[src/rtl/trig_pkg.sv]
// Shared trigger codes, code checks and stimulus FSM state type.
// Imported by the stimulus generator and the trigger detector.
package trig_pkg;

  localparam logic [2:0] EV_NONE = 3'd0;
  localparam logic [2:0] EV_RISE = 3'd1;
  localparam logic [2:0] EV_FALL = 3'd2;
  localparam logic [2:0] EV_ZERO = 3'd3;
  localparam logic [2:0] EV_ONE  = 3'd4;
  localparam logic [2:0] EV_BOTH = 3'd5;

  typedef enum logic [1:0] {
    ST_IDLE,
    ST_RUN,
    ST_FIN
  } stim_state_e;

  function automatic logic is_valid_code(
    input logic [2:0] c
  );
    return (c >= EV_RISE) && (c <= EV_BOTH);
  endfunction

  function automatic logic is_level_code(
    input logic [2:0] c
  );
    return (c == EV_ZERO) || (c == EV_ONE);
  endfunction

endpackage

[src/rtl/stim_timer.sv]
// Loadable phase counter: counts 0..limit, wraps to 0 after limit.
// Ports: CLOCK, RESET (async low), load (clear), en, limit, tc.
module stim_timer
  import trig_pkg::*;
#(
  parameter int CW = 8
) (
  input  logic          CLOCK,
  input  logic          RESET,
  input  logic          load,
  input  logic          en,
  input  logic [CW-1:0] limit,
  output logic          tc
);

  localparam logic [CW-1:0] ONE = 1;

  logic [CW-1:0] q;

  assign tc = (q == limit);

  always_ff @(posedge CLOCK or negedge RESET) begin
    if (!RESET) begin
      q <= '0;
    end else if (load) begin
      q <= '0;
    end else if (en) begin
      q <= tc ? '0 : q + ONE;
    end
  end

endmodule

[src/rtl/trig_stim_gen.sv]
// Trigger stimulus generator: edge/level patterns on OUT.
// Ports: CLOCK, RESET, START, trig_event, HOLD, COUNT; OUT, BUSY, EVT, DONE, ERR.
module trig_stim_gen
  import trig_pkg::*;
#(
  parameter logic IDLE_LVL = 1'b0,
  parameter int   CW       = 8
) (
  input  logic          CLOCK,
  input  logic          RESET,
  input  logic          START,
  input  logic [2:0]    trig_event,
  input  logic [CW-1:0] HOLD,
  input  logic [CW-1:0] COUNT,
  output logic          OUT,
  output logic          BUSY,
  output logic          EVT,
  output logic          DONE,
  output logic          ERR
);

  localparam logic [CW-1:0] ONE = 1;

  stim_state_e   state, state_n;
  logic [2:0]    code_q, code_n;
  logic [CW-1:0] hold_q, hold_n;
  logic [CW-1:0] cnt_q, cnt_n;
  logic [CW-1:0] ev_q, ev_n;
  logic          half_q, half_n;
  logic          out_q, out_n;
  logic          busy_q, busy_n;
  logic          evt_q, evt_n;
  logic          done_q, done_n;
  logic          err_q, err_n;

  logic          tc;
  logic          lvl;
  logic          last;
  logic [CW-1:0] limit;

  assign lvl   = is_level_code(code_q);
  // Level modes advance one event per cycle.
  assign limit = lvl ? '0 : hold_q;

  stim_timer #(.CW(CW)) u_timer (
    .CLOCK (CLOCK),
    .RESET (RESET),
    .load  (state != ST_RUN),
    .en    (state == ST_RUN),
    .limit (limit),
    .tc    (tc)
  );

  // Edge modes end after the second half of the final event.
  always_comb begin
    last = 1'b0;
    if (lvl) begin
      last = (ev_q == cnt_q);
    end else if (code_q == EV_BOTH) begin
      last = tc && (ev_q == cnt_q);
    end else begin
      last = tc && half_q && (ev_q == cnt_q);
    end
  end

  always_comb begin
    state_n = state;
    code_n  = code_q;
    hold_n  = hold_q;
    cnt_n   = cnt_q;
    ev_n    = ev_q;
    half_n  = half_q;
    out_n   = out_q;
    busy_n  = busy_q;
    evt_n   = 1'b0;
    done_n  = 1'b0;
    err_n   = 1'b0;
    unique case (state)
      ST_IDLE: begin
        out_n  = IDLE_LVL;
        busy_n = 1'b0;
        if (START) begin
          if (!is_valid_code(trig_event)) begin
            err_n = 1'b1;
          end else if (COUNT == '0) begin
            done_n = 1'b1;
          end else begin
            state_n = ST_RUN;
            code_n  = trig_event;
            hold_n  = HOLD;
            cnt_n   = COUNT;
            ev_n    = ONE;
            half_n  = 1'b0;
            busy_n  = 1'b1;
            unique case (1'b1)
              (trig_event == EV_RISE): out_n = 1'b0;
              (trig_event == EV_FALL): out_n = 1'b1;
              (trig_event == EV_ZERO): begin
                out_n = 1'b0;
                evt_n = 1'b1;
              end
              (trig_event == EV_ONE): begin
                out_n = 1'b1;
                evt_n = 1'b1;
              end
              default: begin
                out_n = ~IDLE_LVL;
                evt_n = 1'b1;
              end
            endcase
          end
        end
      end
      ST_RUN: begin
        busy_n = 1'b1;
        if (last) begin
          state_n = ST_FIN;
          out_n   = IDLE_LVL;
          busy_n  = 1'b0;
          done_n  = 1'b1;
        end else if (lvl) begin
          ev_n  = ev_q + ONE;
          evt_n = 1'b1;
        end else if (tc) begin
          out_n = ~out_q;
          if (code_q == EV_BOTH) begin
            ev_n  = ev_q + ONE;
            evt_n = 1'b1;
          end else if (!half_q) begin
            half_n = 1'b1;
            evt_n  = 1'b1;
          end else begin
            half_n = 1'b0;
            ev_n   = ev_q + ONE;
          end
        end
      end
      ST_FIN: begin
        state_n = ST_IDLE;
        out_n   = IDLE_LVL;
        busy_n  = 1'b0;
      end
      default: begin
        state_n = ST_IDLE;
        out_n   = IDLE_LVL;
        busy_n  = 1'b0;
      end
    endcase
  end

  always_ff @(posedge CLOCK or negedge RESET) begin
    if (!RESET) begin
      state  <= ST_IDLE;
      code_q <= EV_NONE;
      hold_q <= '0;
      cnt_q  <= '0;
      ev_q   <= '0;
      half_q <= 1'b0;
      out_q  <= IDLE_LVL;
      busy_q <= 1'b0;
      evt_q  <= 1'b0;
      done_q <= 1'b0;
      err_q  <= 1'b0;
    end else begin
      state  <= state_n;
      code_q <= code_n;
      hold_q <= hold_n;
      cnt_q  <= cnt_n;
      ev_q   <= ev_n;
      half_q <= half_n;
      out_q  <= out_n;
      busy_q <= busy_n;
      evt_q  <= evt_n;
      done_q <= done_n;
      err_q  <= err_n;
    end
  end

  assign OUT  = out_q;
  assign BUSY = busy_q;
  assign EVT  = evt_q;
  assign DONE = done_q;
  assign ERR  = err_q;

endmodule
[config.mk]
export PLATFORM = sky130hd
export DESIGN_NAME = trig_stim_gen
export DESIGN_NICKNAME = d
export VERILOG_FILES = /design/src/rtl/trig_pkg.sv /design/src/rtl/stim_timer.sv /design/src/rtl/trig_stim_gen.sv
export SDC_FILE = /design/constraint.sdc
export NUM_CORES = 1
export LEC_CHECK = 0
export BUFFER_PORTS_ARGS = -buffer_cell sky130_fd_sc_hd__buf_2
export CORE_MARGIN = 2
export CORE_UTILIZATION = 52
export DETAILED_ROUTE_END_ITERATION = 16
export PLACE_DENSITY_LB_ADDON = 0.1
export SLEW_MARGIN = 0
export SYNTH_ARGS = -nofsm -noshare
export SYNTH_HDL_FRONTEND = slang
export SYNTH_SLANG_ARGS = --single-unit
[constraint.sdc]
create_clock -name CLOCK -period 2.6 [get_ports CLOCK]
set_input_delay 0.13 -clock CLOCK [delete_from_list [all_inputs] [get_ports CLOCK]]
set_output_delay 0.13 -clock CLOCK [all_outputs]
set_load 0.03 [all_outputs]
==> impl_results.md <==
- Max_cap viols: 0
- Synth top area share: 48.10%
- Fill cells: 364
- TritonCTS clock tree: built
- Synthesized area: 2237 um2
- Setup-failing EPs final: 0
- Dpl cell area: 2437 um2
- Kind of critical path: flip-flop to flip-flop
- Simple-gate share of the synthesized area: 26.34%
- R2r worst-path depth: 7
- Mean post-synth cell area: 9.094 um2
- Vias in the first global route: 1788
- Synth cell types: 41
- DRT antenna net count: 0
- EDFF count, synth: 0
- Hold WS: -0.02150 ns
- Root buffer cell: clkbuf_8
- Compound-gate portion of the synthesized area: 11.63%
- Vias post-DR: 1822
- Die X: 69.59 um
- Leak: 1.245 nW
- Number of I/O pins: 27
- Largest family of logic cells by synthesized area: simple AND/OR/NAND/NOR gates
- Starting density of the core: 55.13%
- PwrDens: 1096 nW/um2
- Layout cells sized above 1: 19.35%
- Multiplexer area fraction after synthesis: 3.132%
- Core ar.: 4058 um2
- Synth Flop Type: dfrtp_1
- Final slew viol count: 0
- Hold WC Path Type: input pin to async pin
- RSZ-0062 raised after global routing: false
- Number of antenna violations at the first check in global routing: 0
- Post-Route WL: 4.502 mm
- Failing checks: negative hold slack
- Buffers on Ports: 26
- Top post-synthesis cells by area: dfrtp_1 48%, nand2_1 12%, xor2_1 3.5%, mux2i_1 3.1%, a31o_2 2.3%
- Final setup skew: 0.01017 ns
- Nets: 302
- Via density: 5.538
- Leading area contributor after synthesis: dfrtp_1
- Die Y-Extent: 69.59 um
- # rows: 23
- Startpoint class of the critical path: flip-flop
- DRT iter0 DRCs: 87
- Area growth from synthesis to layout: 13.03%
- Fin. Hold Viols: 43
- Tot Pwr: 0.002772 W
- Adder-cell area share of the yosys netlist: 1.119%
- Slew headroom: 37.15%
- Max Clock Freq: 408.5 MHz
- Clock Path Buffers: 2
- CP arrival: 2.67 ns
- Crit path capture type: flip-flop
- Drt pass-1 iters: 4
- Num Clock Sinks: 43
- Fin cells: 329
- Status: finished, violations left
- Core Util, Final: 62.32%
- # DRC: 0
- GRT overflow: 0
- Placed insts: 321
- Slew @ Worst Pin: 0.9427 ns
- Die area: 4843 um2
- Diodes inserted: 0
- FF+latch area: 1076 um2
- Wire per inst: 13.68 um
- Post-Synthesis Cells: 246
- GPL Wtd Cong: 0.8697
- Seq/Total Area, Yosys: 48.10%
- Min Clock Period, post-route: 2.448 ns
- H-tree depth: 2
- Worst-Skew Late Latency: 0.30 ns
- Period utilization: 94.14%
- Final instance area: 2529 um2
- Syn Nets: 270
- Yosys reg bits: 43
- Post-synthesis xor/xnor area fraction: 5.481%
- Fraction of registers with async set or reset after synthesis: 100.0%
- Yosys warnings: 0
- Worst IR Drop VDD: 466.8 uV
- TritonCTS buffer count: 5
- First-pass GRT wire length: 8.017 mm
- Tot GR Track Use: 20.78%
- Clock transition at path regs: 0.08 ns
- Multi-input logic area: 1081 um2
- Critical-path maximum fanout: 16
- CP Data Required Time: 2.82 ns
- Largest net degree at the start of global routing: 44
- Post-DP HPWL: 3.278 mm
[power by group]
part	internal, W	switching (W)	total [W]
registers	0.000943	0.000246	0.00119
logic	0.000525	0.000652	0.00118
clock network	0.000189	0.000218	0.000406
[synth_stat cells, types with 5 or more instances]
| master | instances |
|---|---|
| nand4_1 | 7 |
| xor2_1 | 9 |
| and3_1 | 5 |
| xnor2_1 | 5 |
| a31o_2 | 6 |
| nand2_1 | 70 |
| mux2i_1 | 7 |
| o21ai_0 | 7 |
| inv_1 | 8 |
| a21oi_1 | 6 |
| dfrtp_1 | 43 |
| clkbuf_1 | 7 |
| nand3_1 | 8 |
| nor2_1 | 11 |
[routing by layer]
layer,GRT usage [%],vias up,wire length [um]
met3,5.087,11,286
met5,0,-,0
met1,28.45,845,2183
met4,8.497,0,99
li1,-,915,-
met2,31.73,51,1932
[critical path: stages (launching register included)]
cell and delay (ns):
dfrtp_1 0.40, or3b_4 0.49, a31o_2 0.27, a211oi_1 0.20, and4_2 0.31, a21oi_4 0.09
or4_1 0.46, a21oi_1 0.15
[placed cells by master, fill, tap and decap left out, types with 2 or more instances in the layout]
| cell type | count |
|---|---|
| and3_1 | 5 |
| a21oi_1 | 5 |
| nor2_1 | 11 |
| xnor2_1 | 5 |
| ha_1 | 2 |
| clkbuf_8 | 5 |
| a21o_1 | 2 |
| and4_1 | 2 |
| nand4_1 | 7 |
| nand2_1 | 70 |
| nor2b_1 | 3 |
| mux2i_1 | 7 |
| nand2b_1 | 3 |
| nor3_1 | 4 |
| o311ai_0 | 2 |
| nand3_1 | 8 |
| inv_1 | 8 |
| a211oi_1 | 2 |
| buf_4 | 9 |
| buf_2 | 26 |
| clkbuf_1 | 2 |
| o21ai_0 | 7 |
| nor3b_1 | 2 |
| dfrtp_1 | 43 |
| a31o_2 | 6 |
| a31oi_1 | 3 |
| nor4_1 | 4 |
| xor2_1 | 9 |
[final timing paths]
path,from,end,slack (ns)
hold reg to reg,cnt_q[5],cnt_q[5],0.50
max in group asynchronous,RESET,ev_q[2],2.03
setup / recovery,code_q[2],ev_q[6],0.15
hold / removal,RESET,hold_q[1],-0.02
setup reg to reg,code_q[2],ev_q[6],0.15
min in group CLOCK,HOLD[5],hold_q[5],0.02
[area by class of cell]
cell class,count,area share (%)
flip-flops and latches,43,42.55
repair buffers,35,7.818
well taps,50,2.474
clock inverters,1,0.1979
inverters,8,1.188
clock buffers,7,3.018
multi-input cells,185,42.75
[cell families after synthesis]
family,Yosys count
flops,43
simple gates,126
mux,7
compound gates,36
xor+xnor,14
buf+inv,18
fa+ha+maj,2
[what timing repair did]
item                       4_1_cts  5_1_grt
setup endpoints to repair        2        2
buffers inserted                 0        0
resized for setup                1        2
gates cloned                     0        0
hold buffers                     0        0
[registers in the layout, indices dropped and copies added, names as in the netlist]
register / flops
EVT: 1
ev_q: 8
BUSY: 1
hold_q: 8
half_q: 1
u_timer.q: 8
DONE: 1
state: 2
code_q: 3
cnt_q: 8
ERR: 1
OUT: 1
[per-stage QoR]
step	worst slack (ns)	setup TNS [ns]
2_1_floorplan	0.2158	0
3_3_place_gp	0.08401	0
3_5_place_dp	-0.003933	-0.003933
4_1_cts	0.1269	0
5_1_grt	0.02889	0
6_report	0.1523	0
No activity file was read; power rests on OpenSTA's default activity.
